**src/rtl/pattern_detector_pkg.sv**
```systemverilog
// pattern_detector_pkg: shared state encoding and default parameters for the pattern detector
package pattern_detector_pkg;

    typedef enum logic {
        FILL  = 1'b0,
        ARMED = 1'b1
    } state_e;

    localparam int         PAT_W_DEF   = 4;
    localparam logic [3:0] DEF_PAT_DEF = 4'b1011;
    localparam int         CNT_W_DEF   = 8;

endpackage

```
**src/rtl/sat_counter.sv**
```systemverilog
// sat_counter: saturating up-counter with synchronous clear (clear has priority)
//   clk   - clock
//   reset - asynchronous active-low reset
//   inc   - count up by one (holds at all-ones)
//   clr   - synchronous clear to zero
//   count - registered count value
module sat_counter #(
    parameter int CNT_W = 8
) (
    input  logic             clk,
    input  logic             reset,
    input  logic             inc,
    input  logic             clr,
    output logic [CNT_W-1:0] count
);

    logic [CNT_W-1:0] count_q;

    always_ff @(posedge clk or negedge reset) begin
        if (!reset)
            count_q <= '0;
        else
            count_q <= clr ? '0 : (inc && count_q != '1) ? count_q + 1'b1 : count_q;
    end

    assign count = count_q;

endmodule

```
**src/rtl/pattern_detector.sv**
```systemverilog
// pattern_detector: serial MSB-first pattern matcher with loadable pattern and saturating match count
//   clk        - clock
//   reset      - asynchronous active-low reset
//   ip         - serial data bit, sampled when ip_valid=1
//   ip_valid   - qualifies ip
//   load       - replace pattern with pattern_in and restart filling
//   pattern_in - new pattern value
//   clr_cnt    - synchronous clear of match_cnt
//   op         - one-cycle registered match pulse
//   armed      - PAT_W valid bits are held in history
//   match_cnt  - saturating count of matches
module pattern_detector
    import pattern_detector_pkg::*;
#(
    parameter int               PAT_W   = PAT_W_DEF,
    parameter logic [PAT_W-1:0] DEF_PAT = PAT_W'(DEF_PAT_DEF),
    parameter bit               OVERLAP = 1'b1,
    parameter int               CNT_W   = CNT_W_DEF
) (
    input  logic             clk,
    input  logic             reset,
    input  logic             ip,
    input  logic             ip_valid,
    input  logic             load,
    input  logic [PAT_W-1:0] pattern_in,
    input  logic             clr_cnt,
    output logic             op,
    output logic             armed,
    output logic [CNT_W-1:0] match_cnt
);

    localparam int FW = $clog2(PAT_W + 1);

    state_e           state_q;
    logic [PAT_W-1:0] pat_q, hist_q, hist_d;
    logic [FW-1:0]    fill_q, fill_d;
    logic             op_q, match;

    // Post-shift view of history and fill; a match is judged on these.
    always_comb begin
        hist_d = {hist_q[PAT_W-2:0], ip};
        fill_d = (fill_q == FW'(PAT_W)) ? fill_q : fill_q + 1'b1;
        match  = ip_valid && !load && fill_d == FW'(PAT_W) && hist_d == pat_q;
    end

    always_ff @(posedge clk or negedge reset) begin
        if (!reset) begin
            state_q <= FILL;
            pat_q   <= DEF_PAT;
            hist_q  <= '0;
            fill_q  <= '0;
            op_q    <= 1'b0;
        end else if (load) begin
            state_q <= FILL;
            pat_q   <= pattern_in;
            hist_q  <= '0;
            fill_q  <= '0;
            op_q    <= 1'b0;
        end else begin
            op_q <= match;
            if (ip_valid) begin
                hist_q <= hist_d;
                // Non-overlapping mode demands PAT_W fresh bits after every match.
                if (match && !OVERLAP) begin
                    fill_q  <= '0;
                    state_q <= FILL;
                end else begin
                    fill_q  <= fill_d;
                    state_q <= (fill_d == FW'(PAT_W)) ? ARMED : FILL;
                end
            end
        end
    end

    sat_counter #(.CNT_W(CNT_W)) u_cnt (
        .clk   (clk),
        .reset (reset),
        .inc   (match),
        .clr   (clr_cnt),
        .count (match_cnt)
    );

    assign op    = op_q;
    assign armed = (state_q == ARMED);

endmodule

```
**config.mk**
```make
export PLATFORM = sky130hd
export DESIGN_NAME = pattern_detector
export DESIGN_NICKNAME = d
export VERILOG_FILES = /design/src/rtl/pattern_detector_pkg.sv /design/src/rtl/sat_counter.sv /design/src/rtl/pattern_detector.sv
export SDC_FILE = /design/constraint.sdc
export NUM_CORES = 1
export LEC_CHECK = 0
export ABC_AREA = 1
export CAP_MARGIN = 20
export CORE_AREA = 2 2 71 56
export DETAILED_ROUTE_END_ITERATION = 7
export DIE_AREA = 0 0 73 58
export PLACE_DENSITY = 0.63
export SLEW_MARGIN = 25
export SYNTH_ARGS = -nofsm -noshare
export SYNTH_HDL_FRONTEND = slang
export SYNTH_SLANG_ARGS = --single-unit
```
**constraint.sdc**
```tcl
create_clock -name clk -period 1.45 [get_ports clk]
set_clock_uncertainty 0.15 [all_clocks]
set_input_delay 0.29 -clock clk [delete_from_list [all_inputs] [get_ports clk]]
set_output_delay 0.29 -clock clk [all_outputs]
set_load 0.05 [all_outputs]
```
Word level (Yosys, flattened, before mapping)
Index checks and enable logic that the tools add are counted.

Add/subtract/negate cells: 2. Equality and inequality tests: 4. Multiplexer cells: 11. Reduce and logical (&&, ||, !) cells: 7.

Operator list (count): $mux W8 (2); $mux W3 (5); $add A8 B1 Y8 const B (1); $ne A8 B8 Y1 const B (1); $eq A3 B3 Y1 const B (2); $eq A4 B4 Y1 (1); $logic_and A1 B1 Y1 (4); $mux W1 (4); $reduce_bool A2 Y1 (2); $add A3 B1 Y3 const B (1); $logic_not A1 Y1 (1).

Register bits after elaboration: 20. Output and inout bits: 10. Logic and storage cells: 30.

Depth between registers and ports, before layout
Gate-level depths: netlist of the first run.

Word-level depth: 8. Gate-level depth with buffers: 10. Depth with buffers taken out: 10.

Cells and area by module
Synthesis of the first run repeated with hierarchy kept, for this count alone.

Cell total of the unflattened synthesis: 141. Area, all modules: 1113.6 µm².

Modules (own cells, without submodules): pattern_detector (instances 1, cells an instance 75, area an instance 618.1 µm², sequential area each 304.0 µm²); sat_counter (instances 1, cells an instance 66, area an instance 495.5 µm², sequential area each 200.2 µm²).

Worst setup path after synthesis of the first run
OpenSTA, ideal clock, no wires.

Path type: flip-flop to flip-flop. Start point: register u_cnt.count_q[0] (netlist: u_cnt.count[0]). End point: register u_cnt.count_q[6] (netlist: u_cnt.count[6]). Setup time: 67 ps. Arrival time: 1527 ps. Data required time: 1233 ps. Setup slack: -294 ps. Cell stages (with the launch flop): 6. Clock period less this slack: 1744 ps. Cell sequence: dfrtp_1 -> ha_1 -> nand4_4 -> nand3_4 -> nand3_1 -> nand2_1.

Cells in the longest elaborated chain, start to end: 3. Elaborated cells on any way between the ends: 6.

Ends and longest elaborated chain: start: declaration (line sat_counter.sv:17) `logic [CNT_W-1:0] count_q;`; start signal: assignment (line sat_counter.sv:23) `count_q <= clr ? '0 : (inc && count_q != '1) ? count_q + 1'b1 : count_q;`; $add A8 B1 Y8 or $ne A8 B8 Y1 (tied branches) (line sat_counter.sv:23); $mux W8 or $logic_and A1 B1 Y1 (tied branches) (line sat_counter.sv:23); $mux W8 or $reduce_bool A2 Y1 (tied branches).

Several ways; a longest one is shown, not always the timed one. The select of a mux whose other input is x is not followed. A chain may end at the register's enable or synchronous reset.

Worst setup path after layout of the first run
Start point: register fill_q[0]. End point: register u_cnt.count_q[5] (netlist: u_cnt.count[5]).

Cells in the longest elaborated chain, start to end: 7. Elaborated cells on any way between the ends: 8.

Ends and longest elaborated chain: start: declaration (line pattern_detector.sv:36) `logic [FW-1:0] fill_q, fill_d;`; start signal: assignment (line pattern_detector.sv:68) `fill_q <= fill_d;`; $add A3 B1 Y3 or $eq A3 B3 Y1 (tied branches) (line pattern_detector.sv:42) `fill_d = (fill_q == FW'(PAT_W)) ? fill_q : fill_q + 1'b1;`; $mux W3 (*) (line pattern_detector.sv:42); $eq A3 B3 Y1 (*) (line pattern_detector.sv:43) `match = ip_valid && !load && fill_d == FW'(PAT_W) && hist_d == pat_q;`; $logic_and A1 B1 Y1 (*) (2 in series) (line pattern_detector.sv:43); $logic_and A1 B1 Y1 (*) (line sat_counter.sv:23); $reduce_bool A2 Y1 (no line) (*).

Mark *: on every way between the ends. The rest lies on a longest branch, timed or not.

==> results of run 1 <==
worst max-delay path: cells and delay by family (launching register included):
kind,cells,cell delay (ns)
and+or+nand+nor,7,0.69
adders and majority gates,1,0.19
DFF,1,0.43
buffers and inverters,2,0.12
cell families (layout without fill, tap and decap cells):
kind of cell / count (synthesis) / count (layout) / share of synthesized area
simple gates: 92 / 93 / 0.384
buf+inv: 27 / 80 / 0.0955
flops: 20 / 20 / 0.418
compound gates: 9 / 9 / 0.0415
xor+xnor: 4 / 4 / 0.0291
fa+ha+maj: 3 / 3 / 0.0312
sequential cells by signal, indices dropped and copies added (netlist names):
signal,flops
u_cnt.count,8
pat_q,4
fill_q,3
hist_q,3
armed,1
op,1
synthesized netlist by cell type:
cell / number
buf_2: 1
buf_6: 1
nor2_8: 1
nand4_1: 9
xnor2_1: 2
nor2_2: 3
o22ai_1: 4
nand2_1: 49
nor2_1: 9
ha_1: 3
dfrtp_1: 17
inv_2: 1
dfstp_2: 3
clkinv_4: 1
nand3_4: 1
nor2_4: 1
nand4_4: 1
o21ai_0: 4
nand3_1: 16
o21ai_1: 1
xor2_1: 2
inv_1: 23
nand3_2: 2
stage by stage:
step / area (um2) / total power [W] / setup WS, ns / hold WS [ns]
after floorplan: 1280 / 0.000706 / -0.105 / -0.156
after global routing: 2050 / 0.00137 / -0.355 / 0.209
after global placement: 1800 / 0.000800 / -0.352 / 0.316
after CTS: 1930 / 0.00126 / -0.190 / 0.212
final: 2050 / 0.00131 / -0.251 / 0.209
after detailed placement: 1800 / 0.000807 / -0.361 / 0.314
final cells by class:
type                    instances  area, um2  share of cell area
repair buffers                 51        577               0.281
well taps                      42       52.6              0.0256
flip-flops and latches         20        512               0.249
multi-input cells             109        757               0.368
inverters                      25        101              0.0493
clock buffers                   4       55.1              0.0268
power by group through the flow:
stage	logic, W	registers, W	clock network (W)
floorplan	0.000103	0.000603	0
global placement	0.000195	0.000605	0
detailed placement	0.000201	0.000607	0
CTS	0.000226	0.000596	0.000442
global route	0.000301	0.000601	0.000471
finish	0.000279	0.000598	0.000433
path summary, 6_finish.rpt:
path | slack [ns] | to | start
max | -0.25 | u_cnt.count[5]$_DFFE_PN0P_ | fill_q[0]$_DFFE_PN0P_
min | 0.21 | pat_q[2]$_DFFE_PN0P_ | reset
max reg2reg | -0.25 | u_cnt.count[5]$_DFFE_PN0P_ | fill_q[0]$_DFFE_PN0P_
min reg2reg | 0.33 | pat_q[3]$_DFFE_PN1P_ | pat_q[3]$_DFFE_PN1P_
max in group asynchronous | 0.73 | pat_q[0]$_DFFE_PN1P_ | reset
min in group clk | 0.33 | pat_q[3]$_DFFE_PN1P_ | pat_q[3]$_DFFE_PN1P_
what timing repair did:
action / CTS / global route
pin swaps: 7 / 11
gates resized for setup: 8 / 21
setup endpoints to repair: 14 / 18
cloned: 0 / 1
buffers inserted: 5 / 5
per-layer routing:
| layer | vias to the layer above | track usage |
|---|---|---|
| met5 | - | 0 |
| met4 | 0 | 0.0397 |
| met3 | 4 | 0.0313 |
| met2 | 26 | 0.274 |
| met1 | 559 | 0.215 |
| li1 | 611 | - |
cell usage in the layout (no fill, tap or decap), types with 3 or more instances in the layout:
cell	Yosys	layout
clkdlybuf4s50_1	0	8
buf_6	1	5
nand3_2	2	10
dfstp_2	3	3
nand2_4	0	4
inv_2	1	4
nand4_1	9	9
o22ai_1	4	3
buf_12	0	12
inv_1	23	19
dfrtp_2	0	6
o21ai_0	4	3
clkbuf_8	0	4
nand3_4	1	4
nor2_1	9	6
nand2_1	49	44
nand3_1	16	5
buf_4	0	25
dfrtp_1	17	11
nor2_2	3	5
nor2_4	1	3
==> results.md, run 1 <==
* Root buffer cell: clkbuf_8
* Num ports at 20
* Clock power frac at 0.331
* Area delta synth->final at 70.5%
* Critical setup path kind: reg2reg
* Met3 wire length at 112 um
* Top-area cell type share of the netlist area at 0.353
* Post-synthesis register bit count at 20
* Leakage at 0.996 nW
* CP max-delay cell: dfrtp_1
* # port buffers at 19
* Net Sw Frac at 0.268
* Synth Instances at 155
* Peak VDD IR at 697 uV
* Share of power burned in registers at 0.456
* Initial antenna violation count at 0
* Max-Cap Viols at 0
* Core Util, Final at 0.580
* Top Metal Used: met4
* Post-Route WL at 3190 um
* Final worst slack at -0.251 ns
* Internal at 0.000959 W
* Setup TNS at -2.45 ns
* Routed vias/inst at 4.78
* Synth area leaders: dfrtp_1, nand2_1, inv_1
* Starting Density at 0.340
* # diodes at 0
* Failing checks: setup timing
* PD cells at 638 nW/um2
* Max Root-Sink Buffers at 2
* Yosys warnings at 0
* Crit path cell chain: inv_2, ha_4, nand2_4, nand2_2, nand2_4, inv_2, nor2_4, nand3_4, nand3_2, nand2_1
* Initial detailed-routing violation count at 92
* Site Rows at 19
* Slew HR at 0.762
* Residual DRC at 0
* First-pass GRT wire length at 5400 um
* Worst EP arrival at 1.70 ns
* CP max FO at 8
* Final hold violations at 0
* Fillers at 299
* Switching pwr at 0.000351 W
* Logic pwr share at 0.213
* Synthesized area at 1200 um2
* DIE HEIGHT at 58 um
* Largest net degree at the start of global routing at 21
* WL met1 at 1420 um
* Syn_area_per_cell at 7.77 um2
* Unique masters post-synth at 23
* Fin cells at 251
* Layout net count at 223
* Syn Nets at 168
* Chip Width at 73 um
* Critical path's largest stage delay at 0.43 ns
* Hpwl dp at 2250 um
* Peak Freq at 588 MHz
* Remaining global-route overflow at 0
* Met2 WL at 1620 um
* CTS Sinks at 20
* Final setup violation count at 13
* R2R cell count at 10
* Status: complete, but fails checks
* Slew Limit Fails at 0
* Clk Latency, worst-skew pair at 0.26 ns
* Clock-pin slew on the worst setup and hold paths at 0.08 ns
* Final GP Congestion at 0.860
* Drt first pass iters at 4
* Seq/Total Area, Yosys at 0.418
* Dpl cells at 236
* Die area at 4230 um2
* HP Class: in2async
* GRT Util Overall at 0.162
* Fin crit share at 1.17
* Period minus WS final at 1.70 ns
* Yosys top cell by area: dfrtp_1
* CP Launch Type: flop
* Worst Tran Pin Value at 0.357 ns
* Core ar. at 3540 um2
* Vias at 1200
* Final antenna-violating net count at 0
* Hold_buf cts at 0
* Layout cells sized above 1 at 0.455
* H-tree lvl count at 1
* CTS buffer count at 3
* Wire per inst at 12.7 um
* CTS tree: built
* Vias in the first global route at 1212
* Worst EP required at 1.45 ns
* Critical Path End Type: flop
* RSZ-0062 raised after global routing: yes
(Power assumes the default switching activity.)
==> run 2: changes to the inputs <==
==> constraint.sdc (replaced) <==
create_clock -name clk -period 1.45 [get_ports clk]
set_clock_uncertainty 0.15 [all_clocks]
set_input_delay 0.3625 -clock clk [delete_from_list [all_inputs] [get_ports clk]]
set_output_delay 0.3625 -clock clk [all_outputs]
set_load 0.05 [all_outputs]
==> run 2 against run 1 <==
  * The flow still finishes with violations (setup timing)
  * Sequential power is essentially flat
  * Fmax grew 1.6%
  * First-iteration DRC count decreased by 52%
  * Register-to-register slack improved by 0.03 ns
  * Hold slack improved by 0.076 ns
  * Non-clock buffer count up 3
  * Worst setup slack improved by 0.026 ns
  * Clock power up 30%
  * Routed wire length is 2.1% higher
  * Power up 8.0%
  * Count of clock-buffer cells in the layout fell by 1
  * Critical path type unchanged
  * Largest cell class unchanged
==> results.md, run 2 (synthesis results as in run 1) <==
* Final hold violations at 0 (unchanged)
* Switching pwr at 0.000341 W (-3.0%)
* Internal at 0.00107 W (+12%)
* Remaining global-route overflow at 0 (unchanged)
* Routed vias/inst at 4.80 (+0.30%)
* Worst EP required at 1.45 ns (about the same)
* Chip Width at 73 um (unchanged)
* Critical path's largest stage delay at 0.40 ns (-0.03 ns)
* CP max-delay cell: dfrtp_1
* Share of power burned in registers at 0.422 (-0.034)
* Starting Density at 0.340 (unchanged)
* Clock power frac at 0.399 (+0.068)
* CP Launch Type: flop
* Final antenna-violating net count at 0 (unchanged)
* Slew Limit Fails at 0 (unchanged)
* Total power draw at 0.00141 W (+8.0%)
* Wire per inst at 12.8 um (+0.92%)
* Hpwl dp at 2200 um (-2.3%)
* H-tree lvl count at 1 (unchanged)
* Hold slack at 0.286 ns (+0.0765 ns)
* HP Class: in2async
* Vias in the first global route at 1246 (+2.8%)
* Final worst slack at -0.224 ns (+0.0263 ns)
* First-pass GRT wire length at 5720 um (+6.0%)
* Area delta synth->final at 71.5%
* Fin crit share at 1.15 (-0.0182)
* Root buffer cell: clkbuf_8
* # diodes at 0 (unchanged)
* Clk Latency, worst-skew pair at 0.26 ns (about the same)
* Period minus WS final at 1.67 ns (-0.0263 ns)
* Status: complete, but fails checks
* Initial antenna violation count at 0 (unchanged)
* GRT Util Overall at 0.172 (+0.00972)
* Critical setup path kind: reg2reg
* Most frequent cells in the layout: nand2_1, buf_4, inv_1
* Critical Path End Type: flop
* Logic pwr share at 0.179 (-0.034)
* RSZ-0062 raised after global routing: yes
* Net Sw Frac at 0.241 (-0.0272)
* Slew HR at 0.836 (+0.0739)
* Initial detailed-routing violation count at 44 (-52%)
* PD cells at 684 nW/um2 (+7.3%)
* Most common cell after layout, fill and taps aside: nand2_1
* CP max FO at 8 (unchanged)
* # port buffers at 19 (unchanged)
* Peak VDD IR at 680 uV (-2.4%)
* Residual DRC at 0 (unchanged)
* CTS Sinks at 20 (unchanged)
* Clock-pin slew on the worst setup and hold paths at 0.08 ns (about the same)
* Max-Cap Viols at 0 (unchanged)
* Peak Freq at 597 MHz (+1.6%)
* Final GP Congestion at 0.884 (+2.8%)
* Crit path buf inv count at 2 (unchanged)
* Site Rows at 19 (unchanged)
* Final setup violation count at 14 (+1)
* Layout cells sized above 1 at 0.467 (+0.0124)
* Fillers at 293 (-2.0%)
* Max Root-Sink Buffers at 2 (unchanged)
* Num ports at 20 (unchanged)
* Failing checks: setup timing
* Core ar. at 3540 um2 (unchanged)
* CP delay by family, top: simple AND/OR/NAND/NOR gates
* Vias at 1218 (+1.5%)
* Post-Route WL at 3260 um (+2.1%)
* Max reg flops at 8 (unchanged)
* Worst Tran Pin Value at 0.245 ns (-0.111 ns)
* DIE HEIGHT at 58 um (unchanged)
* Largest net degree at the start of global routing at 21 (unchanged)
* Drt first pass iters at 4 (unchanged)
* Die area at 4230 um2 (unchanged)
* Leakage at 1.01 nW (+1.2%)
* CTS tree: built
* Crit path cell chain: inv_2, ha_4, nand3_1, nand2_2, inv_2, nor2_4, nand3_4, nand3_2, nand2_1
* Crit-path most repeated cell: inv_2
* Dpl ws at -0.459 ns (-0.0982 ns)
* Worst EP arrival at 1.67 ns (-0.03 ns)
* Layout net count at 226 (+1.3%)
* CTS buffer count at 3 (unchanged)
-- run 2: worst reg2reg max path, stage by stage, from the launching register on --
cell     delay, ns
dfrtp_1       0.40
inv_2         0.09
ha_4          0.17
nand3_1       0.12
nand2_2       0.14
inv_2         0.06
nor2_4        0.11
nand3_4       0.16
nand3_2       0.12
nand2_1       0.06
-- run 2: routing by layer --
metal,up-vias,GRT usage,share of wire
met4,0,0.0476,0.014
met1,583,0.225,0.46
met3,4,0.0330,0.018
li1,616,-,-
met5,-,0,0
met2,15,0.291,0.50
-- run 2: worst paths after layout --
path	from	to	slack (ns)	depth (start not counted)
setup / recovery	fill_q[1]$_DFFE_PN0P_	u_cnt.count[1]$_DFFE_PN0P_	-0.22	9
min in group clk	pat_q[3]$_DFFE_PN1P_	pat_q[3]$_DFFE_PN1P_	0.33	2
hold reg to reg	pat_q[3]$_DFFE_PN1P_	pat_q[3]$_DFFE_PN1P_	0.33	2
hold / removal	reset	hist_q[1]$_DFFE_PN0P_	0.29	2
max in group asynchronous	reset	pat_q[0]$_DFFE_PN1P_	0.65	2
setup reg to reg	fill_q[1]$_DFFE_PN0P_	u_cnt.count[1]$_DFFE_PN0P_	-0.22	9
-- run 2: area by class of cell --
type	count	area (um2)	share of cell area
clock buffers	3	41.3	0.0200
clock inverters	1	30.0	0.0145
inverters	25	98.8	0.0478
multi-input cells	109	723	0.350
flip-flops and latches	20	514	0.249
well taps	42	52.6	0.0254
repair buffers	54	607	0.294
-- run 2: stage by stage --
| stage | instance area [um2] | std cells | setup TNS (ns) | utilization |
|---|---|---|---|---|
| floorplan | 1280 | 155 | -0.776 | - |
| global placement | 1790 | 234 | -5.46 | 0.504 |
| detailed placement | 1790 | 234 | -5.84 | 0.504 |
| CTS | 1980 | 247 | -1.72 | 0.559 |
| global route | 2070 | 254 | -3.19 | 0.584 |
| finish | 2070 | 254 | -1.97 | 0.584 |
-- run 2: repair_timing --
action,4_1_cts,5_1_grt
gates cloned,1,0
setup buffers,8,7
pin swaps,11,13
endpoints found under the setup margin,16,21
hold buffers,0,0
resized for setup,14,13
-- run 2: power groups by stage --
| stage | Combinational (W) | Clock [W] | Sequential, W |
|---|---|---|---|
| floorplan | 0.000103 | 0 | 0.000603 |
| global placement | 0.000195 | 0 | 0.000605 |
| detailed placement | 0.000202 | 0 | 0.000607 |
| CTS | 0.000234 | 0.000568 | 0.000596 |
| global route | 0.000278 | 0.000601 | 0.000599 |
| finish | 0.000253 | 0.000565 | 0.000597 |
==> run 3: changes to the inputs <==
Settings changed: PLACE_DENSITY 0.63 to 0.61.
Clock period 1.45 ns to 1.9 ns, I/O delays scaled along.
==> run 3 against run 2 <==
  * Global-route usage decreased by 3.3 points
  * Largest power group unchanged
  * Count of clock-buffer cells in the layout up 1
  * Sequential share of layout area increased by 6.5 points
  * Worst setup slack gained 0.34 ns
  * The flow now finishes without violations
  * Die area stayed put
  * Critical path depth rose by 1
  * Hold slack better by 0.050 ns
==> results.md, run 3 (synthesis results as in run 1) <==
* Period minus WS final at 1.78 ns (+0.107 ns)
* Routed vias/inst at 4.79 (-0.11%)
* # diodes at 0 (unchanged)
* Post-Route WL at 2680 um (-18%)
* Largest net degree at the start of global routing at 21 (unchanged)
* CTS buffer count at 3 (unchanged)
* Root buffer cell: clkbuf_8
* PD cells at 531 nW/um2 (-22%)
* First-pass GRT wire length at 4680 um (-18%)
* Initial antenna violation count at 0 (unchanged)
* Status: complete, no violations
* DIE HEIGHT at 58 um (unchanged)
* HP Class: reg2reg
* Fin crit share at 0.938 (-0.217)
* Critical setup path kind: reg2reg
* Max Root-Sink Buffers at 2 (unchanged)
* Clock-pin slew on the worst setup and hold paths at 0.07 ns (about the same)
* Die area at 4230 um2 (unchanged)
* Slew HR at 0.696 (-0.140)
* Final antenna-violating net count at 0 (unchanged)
* Most common cell after layout, fill and taps aside: nand2_1
* Peak Freq at 561 MHz (-6.0%)
* CTS tree: built
* Hpwl dp at 2150 um (-2.0%)
* Layout net count at 196 (-13%)
* Site Rows at 19 (unchanged)
* Final GP Congestion at 0.847 (-4.2%)
* Worst EP required at 1.89 ns (+0.44 ns)
* Worst EP arrival at 1.77 ns (+0.10 ns)
* Hold_buf cts at 0 (unchanged)
* Residual DRC at 0 (unchanged)
* Worst Tran Pin Value at 0.455 ns (+0.210 ns)
* CTS Sinks at 20 (unchanged)
* Fillers at 345 (+18%)
* Layout cells sized above 1 at 0.209 (-0.258)
* Final hold violations at 0 (unchanged)
* Wire per inst at 11.9 um (-7.0%)
* Leakage at 0.829 nW (-18%)
* Core Util, Final at 0.454 (-0.130)
* Initial detailed-routing violation count at 124 (+180%)
* Post-route cell area at 1610 um2 (-22%)
* H-tree lvl count at 1 (unchanged)
* Max reg flops at 8 (unchanged)
* CP Launch Type: flop
* Max-Cap Viols at 0 (unchanged)
* GRT Util Overall at 0.139 (-0.0333)
* Most frequent cells in the layout: nand2_1, inv_1, dfrtp_1
* Chip Width at 73 um (unchanged)
* Vias in the first global route at 1111 (-11%)
* Num ports at 20 (unchanged)
* Slew Limit Fails at 0 (unchanged)
* Critical Path End Type: flop
* # port buffers at 19 (unchanged)
* Clk Latency, worst-skew pair at 0.25 ns (about the same)
* Core ar. at 3540 um2 (unchanged)
* Remaining global-route overflow at 0 (unchanged)
* Area after DPL at 1540 um2 (-14%)
* Total power draw at 0.000854 W (-40%)
* Area delta synth->final at 33.3%
* Drt first pass iters at 4 (unchanged)
* Starting Density at 0.340 (unchanged)
* Vias at 1073 (-12%)
* Final setup violation count at 0 (-14)
* Peak VDD IR at 425 uV (-37%)
* CP max FO at 8 (unchanged)
-- run 3: changes by cell type in the layout (fill, tap and decap cells not counted), moves of 4 or more --
cell,change
nand3_2,-7
dfrtp_1,+8
buf_4,-18
dfrtp_2,-8
buf_6,-7
nand2_1,+4
buf_12,-4
nand3_1,+9
-- run 3: critical path, cell delays in order, from the launching register on --
cell and delay, ns:
dfrtp_1 0.41, inv_2 0.09, ha_2 0.26, inv_1 0.05, nand2_1 0.06, nand2_2 0.10
nand3_1 0.09, nor2_2 0.15, nand3_4 0.13, nand3_1 0.10, nand2_1 0.06
-- run 3: report_power, final --
group          internal [W]  leakage, nW  switching, W
Clock              0.000149       0.0228      0.000128
Sequential         0.000444        0.265     0.0000105
Combinational     0.0000518        0.541     0.0000705
-- run 3: metrics by stage --
step / TNS [ns] / setup slack (ns) / std cells / hold WS (ns)
2_1_floorplan: 0 / 0.156 / 155 / 0.0294
3_5_place_dp: -0.556 / -0.0969 / 219 / 0.328
3_3_place_gp: -0.264 / -0.0514 / 219 / 0.320
5_1_grt: -0.00198 / -0.00111 / 224 / 0.363
4_1_cts: 0 / 0.0798 / 223 / 0.339
6_report: 0 / 0.119 / 224 / 0.335
-- run 3: routing by layer --
layer	part of all wire	track usage	routed length (um)	vias up
met1	0.47	0.177	1250	500
met2	0.50	0.238	1340	18
met3	0.024	0.0261	63	2
met4	0.0082	0.0423	22	0
li1	-	-	-	553
met5	0	0	0	-
-- run 3: final cells by class --
type / instances / area (um2) / share of cell area
Multi-Input combinational cell: 108 / 596 / 0.371
Sequential cell: 20 / 504 / 0.314
Timing Repair Buffer: 25 / 310 / 0.193
Inverter: 25 / 98.8 / 0.0615
Tap cell: 42 / 52.6 / 0.0327
Clock buffer: 4 / 45.0 / 0.0280
-- run 3: worst paths after layout --
check / from / endpoint / slack (ns) / cells after the start
min: pat_q[3]$_DFFE_PN1P_ / pat_q[3]$_DFFE_PN1P_ / 0.34 / 2
max in group asynchronous: reset / pat_q[0]$_DFFE_PN1P_ / 0.93 / 2
min reg2reg: pat_q[3]$_DFFE_PN1P_ / pat_q[3]$_DFFE_PN1P_ / 0.34 / 2
max: fill_q[0]$_DFFE_PN0P_ / u_cnt.count[6]$_DFFE_PN0P_ / 0.12 / 10
max reg2reg: fill_q[0]$_DFFE_PN0P_ / u_cnt.count[6]$_DFFE_PN0P_ / 0.12 / 10
min in group asynchronous: reset / u_cnt.count[2]$_DFFE_PN0P_ / 0.41 / 2
-- run 3: repair_timing --
item,CTS,global route
buffers inserted,0,1
hold endpoints to repair,0,0
resized for setup,0,5
endpoints found under the setup margin,0,8
==> RTL edit, RTL diff (flow settings as in run 1) <==
The package constant `PAT_W_DEF` goes from 4 to 2.
--- a/src/rtl/pattern_detector_pkg.sv
+++ b/src/rtl/pattern_detector_pkg.sv
@@ -6,7 +6,7 @@
         ARMED = 1'b1
     } state_e;
 
-    localparam int         PAT_W_DEF   = 4;
+    localparam int         PAT_W_DEF   = 2;
     localparam logic [3:0] DEF_PAT_DEF = 4'b1011;
     localparam int         CNT_W_DEF   = 8;
 
Ports: changed (resized pattern_in); port bits go from 20 to 18. No check against the original RTL was run, so the function may have changed too.
==> RTL edit against run 1 <==
The run still ends with setup timing left; critical path depth shrank 2; global-route usage decreased by 6.7 points; worst setup slack better by 0.22 ns; via count decreased by 32%; power down 13%; wire length shrank 42%; non-clock buffer count decreased by 19; sequential cell count decreased by 6; area after synthesis fell by 32%; maximum frequency rose by 15%; final area is 33% lower; clock power down 12%; critical path type unchanged; critical endpoint is now u_cnt.count[4]; highest routed layer unchanged.
==> RTL edit: results (changes against run 1) <==
- Synth cell types: 20 (-13%)
- Slowest cell on crit path: dfrtp_2
- Multiplexer share of the synthesized area: 0% (unchanged)
- GRT Util Overall: 9.59% (-6.7 points)
- Synth top area cells: dfrtp_1 (37%), nand2_1 (16%), dfstp_2 (6.4%)
- Final #Nets: 156 (-30%)
- Final worst setup slack: -0.0332 ns (+0.218 ns)
- Peak supply drop: 276 uV (-60%)
- Port bufs: 17 (-2)
- Status: finished with violations
- # H-tree levels: 1 (unchanged)
- Hold Slack: 0.197 ns (-0.0117 ns)
- Crit path DAT: 1.51 ns (-0.19 ns)
- Sequential-to-total area share from yosys stat: 43.3% (+1.4 points)
- Layout cells sized above 1: 36.6% (-8.9 points)
- DP Area: 1290 um2 (-28%)
- Clock-pin slew on the worst setup and hold paths: 0.06 ns (-0.02 ns)
- CP max FO: 7 (-1)
- Vias in the first global route: 751 (-38%)
- Post-synthesis adder-cell area fraction: 3.07% (-0.048 points)
- Synth Net Count: 119 (-29%)
- Dpl hpwl: 1390 um (-38%)
- Setup TNS Final: -0.200 ns (+2.25 ns)
- Cts bufs inserted: 3 (unchanged)
- Clock latency on the worst-skew pair: 0.25 ns
- Commonest cells in the netlist: nand2_1 (35), nor2_1 (14), inv_1 (13)
- DR pass1 iterations: 4 (unchanged)
- Async S/R FF share, synth: 100% (unchanged)
- Worst slew pin tran: 0.456 ns (+0.0996 ns)
- Diodes inserted: 0 (unchanged)
- Yosys warnings: 0 (unchanged)
- Largest net degree at the start of global routing: 15 (-29%)
- First-pass GRT wire length: 3080 um (-43%)
- Final Setup Violations: 9 (-4)
- Complex-gate fraction of the synthesized area: 3.68% (-0.47 points)
- Routed Wire Length: 1860 um (-42%)
- Flip-flop count of the largest register after layout: 8 (unchanged)
- CP top delay family: simple AND/OR/NAND/NOR gates
- CTS max path bufs: 2 (unchanged)
- Via count: 822 (-32%)
- Post-synthesis xor/xnor area fraction: 3.22% (+0.31 points)
- Static Leak: 0.619 nW (-38%)
- Worst min path class: input port to async pin
- 1st-iter DRT viols: 34 (-63%)
- Hold Vio Cnt, Final: 0 (unchanged)
- Final GP Congestion: 0.948 (+10%)
- Initial antenna violation count: 0 (unchanged)
- Root Buffer: clkbuf_8
- Failing checks: setup timing
- Critical Path Max Stage Delay: 0.36 ns (-0.07 ns)
[RTL edit: final cells by class]
| class | count | area [um2] |
|---|---|---|
| Clock buffer | 4 | 55.1 |
| Fill cell | 340 | 2170 |
| Inverter | 14 | 52.6 |
| Multi-Input combinational cell | 81 | 450 |
| Sequential cell | 14 | 362 |
| Tap cell | 42 | 52.6 |
| Timing Repair Buffer | 32 | 395 |
[RTL edit: final timing paths]
path | from | to | cells after the start
min in group clk | pat_q[1] | pat_q[1] | 2
hold / removal | reset | u_cnt.count[0] | 2
max in group asynchronous | reset | pat_q[0] | 2
hold reg to reg | pat_q[1] | pat_q[1] | 2
setup / recovery | armed | u_cnt.count[4] | 8
setup reg to reg | armed | u_cnt.count[4] | 8
[RTL edit: repair_timing]
action | CTS | global route
setup buffers | 0 | 1
resized for setup | 0 | 4
setup endpoints to repair | 8 | 10
cloned | 0 | 1
[RTL edit: worst reg2reg max path, cell delays in order (launching register included)]
cell     delay [ns]
dfrtp_2        0.36
inv_2          0.05
ha_4           0.27
nand3_4        0.08
nor2_4         0.14
nand3_4        0.13
nand2_4        0.13
nand2_1        0.06
nand2_1        0.06
[RTL edit: report_power, final]
part	switching, mW	internal [mW]	leakage [nW]	total, mW
registers	0.0223	0.422	0.173	0.444
clock network	0.141	0.241	0.0288	0.381
logic	0.161	0.150	0.417	0.312
total	0.324	0.813	0.619	1.14
[RTL edit: logic make-up after synthesis]
kind of cell / count (synthesis)
AND/OR/NAND/NOR: 69
XOR/XNOR: 3
flip-flops: 14
adder cells (fa/ha/maj): 2
AO/OA/AOI/OAI: 6
buffers and inverters: 15
[RTL edit: routing by layer]
layer / part of all wire, % / global-route usage (%) / wire (um)
met4: 1.3 / 6.35 / 25
met1: 45 / 11.9 / 840
met3: 7.9 / 2.43 / 147
met5: 0 / 0 / 0
met2: 45 / 14.7 / 841
[RTL edit: metrics by stage]
| stage | power (mW) | setup WS (ns) | instances | utilization, % |
|---|---|---|---|---|
| floorplan | 0.597 | -0.135 | 109 | - |
| global placement | 0.752 | -0.235 | 181 | 36.4 |
| detailed placement | 0.756 | -0.261 | 181 | 36.4 |
| CTS | 1.14 | -0.0251 | 185 | 38.0 |
| global route | 1.19 | -0.124 | 187 | 38.6 |
| finish | 1.14 | -0.0332 | 187 | 38.6 |
